### config.mk
export PLATFORM = sky130hd
export DESIGN_NAME = bp_train_sched
export DESIGN_NICKNAME = d
export VERILOG_FILES = /design/src/rtl/bp_train_sched.sv
export SDC_FILE = /design/constraint.sdc
export NUM_CORES = 1
export LEC_CHECK = 0
export CAP_MARGIN = 20
export CORE_ASPECT_RATIO = 0.6
export CORE_UTILIZATION = 45
export CTS_CLUSTER_SIZE = 8
export DETAILED_ROUTE_END_ITERATION = 10
export PLACE_DENSITY = 0.76
export SYNTH_ARGS = -nofsm -noshare
export SYNTH_HDL_FRONTEND = slang
export SYNTH_SLANG_ARGS = --single-unit
export TNS_END_PERCENT = 10
### constraint.sdc
create_clock -name clk_i -period 3.55 [get_ports clk_i]
set_input_delay 0.355 -clock clk_i [delete_from_list [all_inputs] [get_ports clk_i]]
set_output_delay 0.355 -clock clk_i [all_outputs]
set_load 0.02 [all_outputs]
### src/rtl/bp_train_sched.sv
// Training-port scheduler for the global/local CBP predictor tables.
// After reset or flush it sweeps every table index with an init write.
// After the sweep it drains buffered commit-training requests onto the
// single table write port at one per cycle, and keeps commit/mispredict
// statistics.
//
// Handshake: a request transfers at a rising edge where md_valid_i and
// md_ready_o are both high and flush_i is low. md_ready_o depends only on
// registered state, never on md_valid_i. A producer may change its
// payload freely while md_ready_o is low.
module bp_train_sched #(
    parameter int IDX_W      = 7,
    parameter int TBL_DEPTH  = 128,
    parameter int FIFO_DEPTH = 4,
    parameter int CNT_W      = 32
) (
    input  logic                          clk_i,
    input  logic                          rst_n,
    input  logic                          flush_i,
    input  logic                          md_valid_i,
    output logic                          md_ready_o,
    input  logic [IDX_W-1:0]              md_idx_i,
    input  logic [IDX_W-1:0]              md_hist_i,
    input  logic                          md_pred_i,
    input  logic                          md_correct_i,
    output logic                          wr_valid_o,
    output logic                          wr_init_o,
    output logic [IDX_W-1:0]              wr_idx_o,
    output logic [IDX_W-1:0]              wr_hist_o,
    output logic                          wr_pred_o,
    output logic                          wr_correct_o,
    output logic                          pred_en_o,
    output logic                          busy_o,
    output logic [$clog2(FIFO_DEPTH):0]   fifo_cnt_o,
    output logic [CNT_W-1:0]              commit_cnt_o,
    output logic [CNT_W-1:0]              mispred_cnt_o
);

    localparam int PTR_W = $clog2(FIFO_DEPTH);
    localparam int OCC_W = PTR_W + 1;
    localparam int ENT_W = 2 * IDX_W + 2;
    localparam logic [OCC_W-1:0] OCC_FULL   = OCC_W'(FIFO_DEPTH);
    localparam logic [IDX_W-1:0] SWEEP_LAST = IDX_W'(TBL_DEPTH - 1);
    localparam logic [CNT_W-1:0] CNT_MAX    = {CNT_W{1'b1}};

    typedef enum logic {
        ST_INIT = 1'b0,
        ST_RUN  = 1'b1
    } state_e;

    state_e             state_q, state_d;
    logic [IDX_W-1:0]   sweep_q, sweep_d;
    logic [ENT_W-1:0]   mem_q [FIFO_DEPTH];
    logic [PTR_W-1:0]   rd_ptr_q, wr_ptr_q;
    logic [OCC_W-1:0]   cnt_q;
    logic               push, pop;
    logic [ENT_W-1:0]   head;

    logic               wr_valid_q, wr_init_q, wr_pred_q, wr_correct_q;
    logic [IDX_W-1:0]   wr_idx_q, wr_hist_q;
    logic [CNT_W-1:0]   commit_q, mispred_q;

    assign head          = mem_q[rd_ptr_q];
    assign md_ready_o    = (state_q == ST_RUN) && (cnt_q < OCC_FULL);
    assign busy_o        = (state_q == ST_INIT);
    assign pred_en_o     = (state_q == ST_RUN);
    assign fifo_cnt_o    = cnt_q;
    assign wr_valid_o    = wr_valid_q;
    assign wr_init_o     = wr_init_q;
    assign wr_idx_o      = wr_idx_q;
    assign wr_hist_o     = wr_hist_q;
    assign wr_pred_o     = wr_pred_q;
    assign wr_correct_o  = wr_correct_q;
    assign commit_cnt_o  = commit_q;
    assign mispred_cnt_o = mispred_q;

    // State register and sweep counter.
    always_ff @(posedge clk_i) begin
        if (!rst_n) begin
            state_q <= ST_INIT;
            sweep_q <= '0;
        end else begin
            state_q <= state_d;
            sweep_q <= sweep_d;
        end
    end

    // Next state, sweep advance and FIFO push/pop decisions; flush wins.
    always_comb begin
        state_d = state_q;
        sweep_d = sweep_q;
        push    = 1'b0;
        pop     = 1'b0;
        if (flush_i) begin
            state_d = ST_INIT;
            sweep_d = '0;
        end else begin
            case (state_q)
                ST_INIT: begin
                    if (sweep_q == SWEEP_LAST) begin
                        state_d = ST_RUN;
                        sweep_d = '0;
                    end else begin
                        sweep_d = sweep_q + 1'b1;
                    end
                end
                ST_RUN: begin
                    // Push uses pre-edge occupancy, so a full FIFO refuses
                    // even when it pops in the same cycle.
                    push = md_valid_i && md_ready_o;
                    pop  = (cnt_q != '0);
                end
                default: begin
                    state_d = ST_INIT;
                    sweep_d = '0;
                end
            endcase
        end
    end

    // FIFO payload storage; contents are don't-care until written.
    always_ff @(posedge clk_i) begin
        if (push) begin
            mem_q[wr_ptr_q] <= {md_idx_i, md_hist_i, md_pred_i, md_correct_i};
        end
    end

    // FIFO pointers and occupancy; pointers wrap naturally (power-of-2 depth).
    always_ff @(posedge clk_i) begin
        if (!rst_n || flush_i) begin
            rd_ptr_q <= '0;
            wr_ptr_q <= '0;
            cnt_q    <= '0;
        end else begin
            if (push) wr_ptr_q <= wr_ptr_q + 1'b1;
            if (pop)  rd_ptr_q <= rd_ptr_q + 1'b1;
            cnt_q <= cnt_q + OCC_W'(push) - OCC_W'(pop);
        end
    end

    // Registered table write port: init sweep, training pop, or idle.
    always_ff @(posedge clk_i) begin
        if (!rst_n) begin
            wr_valid_q   <= 1'b0;
            wr_init_q    <= 1'b0;
            wr_idx_q     <= '0;
            wr_hist_q    <= '0;
            wr_pred_q    <= 1'b0;
            wr_correct_q <= 1'b0;
        end else if (flush_i) begin
            wr_valid_q <= 1'b0;
        end else if (state_q == ST_INIT) begin
            wr_valid_q   <= 1'b1;
            wr_init_q    <= 1'b1;
            wr_idx_q     <= sweep_q;
            wr_hist_q    <= '0;
            wr_pred_q    <= 1'b0;
            wr_correct_q <= 1'b0;
        end else if (pop) begin
            wr_valid_q <= 1'b1;
            wr_init_q  <= 1'b0;
            {wr_idx_q, wr_hist_q, wr_pred_q, wr_correct_q} <= head;
        end else begin
            wr_valid_q <= 1'b0;
        end
    end

    // Saturating statistics; only reset clears them.
    always_ff @(posedge clk_i) begin
        if (!rst_n) begin
            commit_q  <= '0;
            mispred_q <= '0;
        end else if (pop) begin
            if (commit_q != CNT_MAX) commit_q <= commit_q + 1'b1;
            if (!head[0] && (mispred_q != CNT_MAX)) mispred_q <= mispred_q + 1'b1;
        end
    end

endmodule
# Word-level counts from Yosys, hierarchy flattened
# Memories as Yosys holds them, arrays and structs flattened. A register that Yosys moved wholly into a read port is not among the register bits.
# Index checks and enable logic that the tools add are counted.
word_totals:
  regBits: 97
  mem_bits_rw: 64
  inputBits: 20
  output_inout_bits: 88
  wordCells: 63
  n_memories: 1
mem_list:
  columns: ["memory", "words", "width", "read_ports", "rd_ports_with_merged_regs", "write_ports", "line", "source"]
  rows:
  - ["mem_q", 4, 16, 1, 1, 1, "53", "logic [ENT_W-1:0] mem_q [FIFO_DEPTH];"]
op_classes:
  addsub: 7
  magnitude_cmp: 1
  n_eq_ne: 4
  muxes: 23
  bitwise_logic: 3
  n_reduce_logical: 11
op_table:
  columns: ["operator", "count"]
  rows:
  - ["$add 32x1->32 const B", 2]
  - ["$ne 32x32->1 const B", 2]
  - ["$mux 7", 5]
  - ["$mux 1", 16]
  - ["$add 7x1->7 const B", 1]
  - ["$eq 7x7->1 const B", 1]
  - ["$reduce_and 2->1", 3]
  - ["$add 2x1->2 const B", 2]
  - ["$mux 2", 2]
  - ["$add 3x1->3", 1]
  - ["$logic_and 1x1->1", 3]
  - ["$lt 3x3->1 const B", 1]
  - ["$not 1->1", 3]
  - ["$reduce_bool 3->1", 1]
  - ["$sub 3x1->3", 1]
  - ["$logic_not 1->1", 2]
  - ["$ne 2x1->1 const B", 1]
  - ["$reduce_or 2->1", 1]
  - ["$logic_or 1x1->1", 1]

# Depth between registers and ports, before layout
# Gate-level depths: netlist (run 1).
depth:
  word_depth: 7
  mapped_depth: 13

# Worst setup path before layout (run 1)
# No wires, ideal clock.
synth_timing:
  path_kind: "reg2reg"
  start: "reg state_q, in the netlist pred_en_o"
  end: "reg cnt_q[2], in the netlist fifo_cnt_o[2]"
  setup_ps: 128
  arrival_time_ps: 2775
  path_slack_ps: 647
  stages_incl_launch_ff: 14
  n_path_buf: 1
  synth_period_minus_slack_ps: 2903
  path_cell_list: "dfxtp_1 buf_2 inv_1 nor2_1 nand2_1 nor2_1 inv_1 ha_1 inv_1 ha_1 fa_1 xnor2_1 xnor2_1 nor2_1"
synth_via:
  elab_chain_len: 6
synth_lines:
  columns: ["item", "line", "source"]
  rows:
  - ["from (decl)", "51", "state_e state_q, state_d;"]
  - ["from (signal assigned)", "83", "state_q <= state_d;"]
  - ["$logic_and 1x1->1", "64", "assign md_ready_o = (state_q == ST_RUN) && (cnt_q < OCC_FULL);"]
  - ["net md_ready_o", "21", "output logic md_ready_o,"]
  - ["$logic_and 1x1->1", "110", "push = md_valid_i && md_ready_o;"]
  - ["$mux 1", "98", "case (state_q)"]
  - ["$mux 1", "94", "if (flush_i) begin"]
  - ["$add 3x1->3", "137", "cnt_q <= cnt_q + OCC_W'(push) - OCC_W'(pop);"]
  - ["$sub 3x1->3", "137", null]
  - ["to (signal assigned)", "137", null]
  - ["to (decl)", "55", "logic [OCC_W-1:0] cnt_q;"]
# The timed path passes the listed nets, and every way through them passes these cells.
# A chain may end at the register's enable or synchronous reset.

# Worst setup path in the final report (run 1)
layout_timing:
  start: "reg state_q, in the netlist pred_en_o"
  end: "reg cnt_q[2], in the netlist fifo_cnt_o[2]"
layout_via:
  elab_chain_len: 6
layout_lines:
  columns: ["item", "line"]
  rows:
  - ["$logic_and 1x1->1", "64"]
  - ["$logic_and 1x1->1", "110"]
  - ["$mux 1", "98"]
  - ["$mux 1", "94"]
  - ["$add 3x1->3", "137"]
  - ["$sub 3x1->3 *", "137"]
# Every way passes the cells marked *; elsewhere a longest branch is shown, timed or not.

==> results of run 1 <==
-- worst max path at each step --
stage	start	to	slack, ns	cells after the start
after global placement	flush_i	fifo_cnt_o[2]	0.93	10
after global routing	pred_en_o	fifo_cnt_o[2]	0.79	12
after detailed placement	flush_i	fifo_cnt_o[2]	0.82	10
final	pred_en_o	fifo_cnt_o[2]	1.0	12
after CTS	pred_en_o	fifo_cnt_o[2]	1.02	12
after floorplan	pred_en_o	fifo_cnt_o[2]	0.65	13
-- through the flow --
stage | power, mW | area [um2]
global route | 3.992 | 8932
detailed placement | 2.084 | 8319
CTS | 3.893 | 8921
floorplan | 2.033 | 7059
finish | 3.878 | 8932
global placement | 2.080 | 8319
-- state kept, by name, summed over array words and instances, names as in the netlist, 2 cells and up, named ones only --
| name | count |
|---|---|
| commit_cnt_o | 32 |
| sweep_q | 7 |
| fifo_cnt_o | 3 |
| rd_ptr_q | 2 |
| mispred_cnt_o | 32 |
| wr_hist_o | 7 |
| mem_q | 64 |
| wr_idx_o | 7 |
| wr_ptr_q | 2 |
-- power by group through the flow --
stage          sequential, mW  combinational, mW  clock, mW
2_1_floorplan            2.00             0.0330          0
3_3_place_gp             1.99             0.0872          0
3_5_place_dp             1.99             0.0906          0
4_1_cts                  1.95             0.0907       1.85
5_1_grt                  1.95             0.0977       1.94
6_report                 1.95             0.0905       1.84
-- synth_stat cells (17+ instances only) --
cell type                  number  area share, %
sky130_fd_sc_hd__clkbuf_1      20            1.1
sky130_fd_sc_hd__a21oi_1       49            3.5
sky130_fd_sc_hd__o31ai_1       17            1.8
sky130_fd_sc_hd__nand2_1       38            2.0
sky130_fd_sc_hd__dfxtp_1       99             28
sky130_fd_sc_hd__nor2_1        47            2.5
sky130_fd_sc_hd__or3_1         32            2.8
sky130_fd_sc_hd__nand3_1       22            1.6
sky130_fd_sc_hd__o21ai_1       21            1.5
sky130_fd_sc_hd__mux2i_1       17            2.4
sky130_fd_sc_hd__nand4_1       25            2.2
sky130_fd_sc_hd__edfxtp_1      64             27
-- metal layers --
metal	track usage (%)	part of all wire, %
met2	32.20	45
met3	5.387	7.0
met4	4.915	0.25
met5	0	0
met1	29.83	48
-- cell type report --
class                      count  area share (%)
sequential                   163           43.70
multi-input combinational    428           33.09
timing repair buffer         118           12.96
clock buffer                  17           4.763
tap                          203           2.844
clock inverter                15           1.975
inverter                      16          0.6724
-- worst max-delay path: stages, from the launching register on --
cell and delay [ns]:
sky130_fd_sc_hd__dfxtp_1 0.34, sky130_fd_sc_hd__inv_1 0.07, sky130_fd_sc_hd__nor2_1 0.26, sky130_fd_sc_hd__nand2_1 0.15, sky130_fd_sc_hd__nor2_1 0.23, sky130_fd_sc_hd__inv_1 0.08
sky130_fd_sc_hd__ha_1 0.28, sky130_fd_sc_hd__inv_1 0.04, sky130_fd_sc_hd__ha_1 0.19, sky130_fd_sc_hd__fa_1 0.39, sky130_fd_sc_hd__xnor2_1 0.19, sky130_fd_sc_hd__xnor2_1 0.14
sky130_fd_sc_hd__nor2_1 0.05
-- kinds of logic (layout without fill, tap and decap cells) --
group / Yosys count / in the layout / synth area share (%)
XOR/XNOR: 13 / 13 / 1.613
AND/OR/NAND/NOR: 240 / 240 / 18.70
adder cells (fa/ha/maj): 10 / 10 / 1.879
AO/OA/AOI/OAI: 132 / 132 / 11.93
multiplexers: 33 / 33 / 7.515
buffers and inverters: 50 / 166 / 3.066
flip-flops: 163 / 163 / 55.30
==> results by stage, run 1 <==
Run status:
- The flow ran to the end, and the final reports show no timing, DRC or antenna violations.

Cells and area:
- The final core utilization is 58.28%.
- The library cell used most frequently in the layout, excluding fill and tap cells, is sky130_fd_sc_hd__clkdlybuf4s50_1.
- The number of antenna diodes in the final layout is 0.
- The layout filler cell count is 1253.
- The net count of the finished layout is 774.
- Leaving out filler cells and counting taps, the final layout contains 960.
- In the layout the commonest cells are sky130_fd_sc_hd__clkdlybuf4s50_1 (107), sky130_fd_sc_hd__dfxtp_1 (99), sky130_fd_sc_hd__edfxtp_1 (64).
- Compared with the post-synthesis result, the final layout area differs by 26.53%.
- The multi-input combinational cell area is 2955 um2.
- The footprint of the flip-flops and latches is just under 4000 um2.
- In the final layout, the share of cells above drive strength 1 is under 10%.

Route:
- The wire length per cell is around 17 um.
- The residual antenna-violating net count after detailed routing is 0.
- After detailed routing, the total wire length is ~17 mm.
- In the routed design, unresolved DRC markers number 0.
- The number of vias in the routed layout is 5505.
- The detailed-routing iteration count for the pre-antenna-repair pass is 5.
- The average via count per standard cell is 5.734.
- The count of routing violations after the opening detailed-route iteration is 511.

Clock tree:
- The H-tree depth is 4.
- The hold buffer count at cts is 0.
- The longest clock path from root to sink contains 2 buffers.
- The clock latency at the later pin of the worst-skew pair is 0.43 ns.
- The library cell used as clock root buffer is sky130_fd_sc_hd__clkbuf_16.
- After clock tree synthesis, the setup repair step added 0 buffers.
- The tree built by TritonCTS fans out to ~160 sinks.
- The CTS buffer count is 17.
- The clock transition at the registers of the reported paths is 0.07 ns.
- The TritonCTS clock tree is done.
- The count of instances resized after the clock tree is built is 0.

Floorplan:
- The die covers 16210 um2.
- The initial core utilization is 46.06%.
- The area of the placeable core is 15330 um2.
- The die height is between 90 and 100 um.
- The row count is 35.
- 108 I/O pins were placed.
- The chip width is 163.7 um.

Yosys:
- In this run, synthesis inferred 64 flip-flops with an integrated enable.
- A synthesized cell averages 11.01 um2.
- The Yosys step of the flow raised 0 warnings.
- The post-synthesis register bit count is 163.
- Of the synthesized area, sequential elements account for 55.30%.
- The net count after synthesis is 671.
- The number of distinct standard cells referenced by the synthesized netlist is 52.
- The proportion of register bits with asynchronous set or reset after synthesis is 0%.
- The combined area of all synthesized cells is ~7000 um2.
- The number of cells produced by synthesis is 641.
- For this run, the leading register cell type out of synthesis is sky130_fd_sc_hd__dfxtp_1.

Timing:
- The hold violation total from the final report is 0.
- The smallest clock period supported by the final layout is computed as 2.552 ns.
- The max-slew violation count is 0.
- Headroom to the max-slew limit came out at 39.79%.
- Hold is met by 0.4954 ns.
- The worst path uses 71.89% of the clock period.
- The worst path setup slack after routing is 0.9979 ns.
- Across the routed clock network, the largest skew measured is 0.01941 ns.
- For this run, the top clock speed supported by timing is 391.8 MHz.
- Setup repair after global routing left no endpoint under its margin.
- Summed over all failing endpoints, the final setup total negative slack is 0 ns.
- The total setup violations reported at the end of the flow is 0.
- For the pin with the worst max-slew slack, the measured transition is 0.9031 ns.

GRT:
- The number of antenna violations at the first check in global routing is 0.
- The number of global-route vias before repair is 5141.
- The global-route wire length before repair is 26.31 mm.
- The global-route congestion overflow total is 0.
- The total routing resource utilization after global routing is 21.01%.
- The pin count of the biggest net entering global routing is 35.

Place:
- In this run, placement finished with an instance count of 927.
- The pre-CTS setup slack is around 0.82 ns.
- The final estimated routing congestion in global placement is roughly 0.82.
- The wire-length estimate of the detail-placed layout is ~11 mm.
- The number of buffers added on ports is 107.

Power and ir drop:
- The total internal power is between 2 and 3 mW.
- The portion of total power attributed to the clock network is 47.4%.
- Across the VDD grid, the largest voltage drop is ~0.32 mV.
- Summed over all cells, the static leakage comes to 2.814 nW.
- Sequential cells account for 50.3% of the total power.
- Per report_power, the combinational group accounts for around 2.3% of the total.
- The switching power total is approximately 0.94 mW.
- In this run the power density over the cells is 434.2 nW/um2.
- Net switching is 24.25% of the power.

Worst setup path:
- In this run the critical register-to-register path is captured at fifo_cnt_o[2].
- Data arrives at the worst endpoint at between 2 and 3 ns.
- The origin of the critical flop-to-flop path is pred_en_o.
- The data required time at the worst endpoint is 3.84 ns.
- In this run the register-to-register setup slack is roughly 1 ns.
- The endpoint class of the critical path is a flop.
- The critical path startpoint category is a flop.
- Measured in cells, the most critical reg-to-reg path has a length of 12.
- The kind of critical path is flop to flop.
- In this run the worst path has a maximum fanout of 5.

Worst hold path:
- The class of the tightest hold or removal check is flop to flop.
- The start point of the worst hold path is commit_cnt_o[17].
- The worst hold path passes through 2 cells.
- The endpoint with the worst hold slack is commit_cnt_o[17].

Job:
- The max capacitance violation total is 0.
No activity file was read; power rests on OpenSTA's default activity.
==> run 2: changes to the inputs <==
- PLACE_DENSITY: 0.76 -> 0.79
- clock period: 3.55 -> 2.2 ns (I/O delays scaled with it)
==> run 2 against run 1 <==
Against the previous run:
- non-clock buffer count grew 51
- power grew 63%
- combinational power grew 76%
- setup slack lost 0.91 ns
- flip-flop and latch count is the same
- clock power grew 64%
- design area grew 6.0%
- clock skew shrank 0.010 ns
- global-route usage grew 1.1 points
- routed wire length grew 3.4%
- utilization grew 3.5 points
==> results by stage, run 2 (same netlist as run 1, synthesis figures left out) <==
Run status:
- The flow ran to the end, and the final reports show no timing, DRC or antenna violations.

Cells and area:
- The area growth from synthesis to layout is 34.10%.
- The flip-flop count of the largest register after layout came to 64 (unchanged).
- The most frequent standard cell in the layout excluding fill and tap cells is sky130_fd_sc_hd__clkdlybuf4s50_1.
- The number of standard cells in the final layout excluding fillers was 1011 (+5.3%).
- The final design area excluding fillers is 9467 um2 (+6.0%).
- The register with the highest flop count is mem_q.
- The layout filler cell count is 1163 (-7.2%).
- The net count of the finished layout is 825 (+6.6%).
- The layout cell share with drive strength beyond 1 is 17.45% (+8.1 points).
- The count of antenna diodes in the layout is 0 (unchanged).
- The library cells used most frequently in the layout, excluding fill and tap cells, are sky130_fd_sc_hd__clkdlybuf4s50_1 (107), sky130_fd_sc_hd__dfxtp_1 (95), sky130_fd_sc_hd__edfxtp_1 (64).

Route:
- The wire length on met2 is 8.053 mm (+8.6%).
- The met1 routed wirelength after detailed routing is 7.808 mm (-1.9%).
- The detailed-route DRC error count is 0 (unchanged).
- The detailed-routing iteration count for the pre-antenna-repair pass is 5 (unchanged).
- The wire length per cell was 16.96 um (-1.8%).
- The met3 wire length is 1.040 mm (-10%).
- The number of vias in the routed layout is 5755 (+4.5%).
- The sum of routed wire length over all layers was 17.15 mm (+3.4%).
- The residual antenna-violating net count after detailed routing was 0 (unchanged).
- The average via count per standard cell is 5.692 (-0.73%).
- The count of routing violations after the opening detailed-route iteration is 424 (-17%).
- The highest metal layer used by the detailed router is met4.

Timing:
- The maximum clock frequency is 472.6 MHz (+21%).
- The max-slew violation count is 0 (unchanged).
- The slew at the pin closest to its max-slew limit is 0.5724 ns (-0.3307 ns).
- The hold violation total from the final report is 0 (unchanged).
- The final sum of negative setup slack was 0 ns (unchanged).
- Setup repair after global routing could not meet its margin everywhere.
- The worst path setup slack after routing is 0.08387 ns (-0.9141 ns).
- The total setup violations reported at the end of the flow is 0 (unchanged).
- The worst slew slack as a fraction of its limit was 61.75% (+22 points).
- The worst hold margin is 0.4346 ns (-0.06085 ns).
- The shortest period the worst path allows is 2.116 ns (-0.4359 ns).
- The clock skew after layout is 0.009250 ns (-0.01016 ns).
- The share of the clock period used by the worst path after layout is 96.19% (+24 points).

Worst setup path:
- The endpoint class of the critical path is a flop.
- The critical path startpoint category is a flop.
- The highest fanout seen on the critical path is 5 (unchanged).
- The register-to-register path setup slack is 0.08 ns (-0.91 ns).
- The kind of critical path is flop to flop.
- The data required time at the worst endpoint came to 2.51 ns (-1.33 ns).
- Traced cell by cell, the critical path runs through clkinvlp_4 > nor2_4 > nand2_2 > nor2_4 > inv_2 > ha_4 > inv_2 > ha_4 > fa_2 > xnor2_2 > xnor2_1 > nor2_1.
- The data arrival time at the worst-slack endpoint is 2.43 ns (-0.41 ns).
- The origin of the critical flop-to-flop path is pred_en_o.
- The worst stage delay on the critical path was 0.40 ns (about the same).
- The depth of the worst register-to-register path is 12 (unchanged).
- The critical path ends at fifo_cnt_o[2].
- The origin of the worst setup path is pred_en_o.
- In this run the critical register-to-register path is captured at fifo_cnt_o[2].
- The library cell contributing the largest single delay on the critical path is sky130_fd_sc_hd__dfxtp_4.

Worst hold path:
- The hold path depth was 1 (-1).
- The path class of the tightest hold or removal check is input port to flop.

Clock tree:
- The library cell used as clock root buffer is sky130_fd_sc_hd__clkbuf_16.
- The hold buffer count at cts is 0 (unchanged).
- The TritonCTS clock tree is done.
- The clock transition at the registers of the reported paths is 0.08 ns (about the same).
- The total clock sinks was 163 (unchanged).
- The clock latency at the later pin of the worst-skew pair is 0.42 ns (about the same).
- The H-tree depth was 4 (unchanged).
- The CTS buffer count is 17 (unchanged).
- The buffer levels on the longest clock path is 2 (unchanged).

Place:
- The sum of net half-perimeters after detailed placement came to 12.26 mm (+8.8%).
- The number of buffers added on ports is 107 (unchanged).
- The pre-CTS setup slack was -0.05394 ns (-0.8774 ns).
- The instance area after placement was 8816 um2 (+6.0%).
- The final estimated routing congestion in global placement is 0.8770 (+6.7%).
- The cell count after placement is 979 (+5.6%).

Job:
- The max capacitance violation total was 0 (unchanged).

GRT:
- The total routing resource utilization after global routing is 22.14% (+1.1 points).
- The number of global-route vias before repair is 5506 (+7.1%).
- The global-route congestion overflow total came to 0 (unchanged).
- The number of antenna violations at the first check in global routing was 0 (unchanged).
- The global-route wire length before repair is 27.71 mm (+5.3%).
- The pin count of the biggest net entering global routing was 39 (+11%).

Floorplan:
- The die height is 99.02 um (unchanged).
- The area of the placeable core is 15330 um2 (unchanged).
- The row count is 35 (unchanged).
- The initial core utilization is 46.06% (unchanged).
- The chip width came to 163.7 um (unchanged).
- The floorplan die area is 16210 um2 (unchanged).
- The I/O pin total is 108 (unchanged).

Power and ir drop:
- The worst voltage drop across the vdd grid is 0.4258 mV (+33%).
- The leakage power figure is 3.105 nW (+10%).
- The total power density per cell area came to 667.7 nW/um2 (+54%).
[run 2: cell types whose count changed in the layout (fill, tap and decap cells not counted), sizes merged]
| cell | change |
|---|---|
| buf | +51 |
| inv | -1 |
| clkinvlp | -1 |
| clkinv | +2 |
[run 2: area by class of cell]
cell class	count	area (um2)	share of cell area (%)
Clock inverter	15	196.4	2.075
Clock buffer	17	425.4	4.494
Multi-Input combinational cell	428	3039	32.10
Tap cell	203	254.0	2.683
Sequential cell	163	3914	41.34
Timing Repair Buffer	169	1574	16.63
Inverter	16	63.81	0.6741
[run 2: power by group]
part	leakage [nW]	internal [mW]	switching, mW
combinational	1.43	0.0678	0.0909
clock	0.300	1.57	1.45
sequential	1.38	3.14	0.00690
[run 2: how the worst min path moves through the flow]
stage	from	end	slack, ns
4_1_cts	md_idx_i[1]	mem_q[2][10]	0.42
2_1_floorplan	md_correct_i	mem_q[0][0]	0.32
3_5_place_dp	commit_cnt_o[9]	commit_cnt_o[9]	0.49
5_1_grt	md_hist_i[4]	mem_q[3][6]	0.42
6_report	md_hist_i[1]	mem_q[0][3]	0.43
3_3_place_gp	commit_cnt_o[9]	commit_cnt_o[9]	0.48
[run 2: layer usage]
metal,track usage [%],vias up
met4,5.840,0
met3,5.556,18
met2,35.66,186
met1,29.81,2812
li1,-,2739
met5,0,-
[run 2: what timing repair did]
item | 4_1_cts | 5_1_grt
setup endpoints to repair | 5 | 7
buffers inserted | 0 | 0
resized for setup | 1 | 4
pin swaps | 0 | 1
[run 2: worst max-delay path, delay by kind of cell, from the launching register on]
family,cells,cell delay (ns)
DFF,1,0.40
xor gates and xnor gates,2,0.30
and+or+nand+nor,4,0.34
buffers and inverters,3,0.21
adders and majority gates,3,0.76
[run 2: per-stage QoR]
stage	utilization, %	total power [mW]
3_3_place_gp	57.52	3.366
2_1_floorplan	-	3.278
6_report	61.76	6.321
3_5_place_dp	57.52	3.372
5_1_grt	61.76	6.522
4_1_cts	61.64	6.383
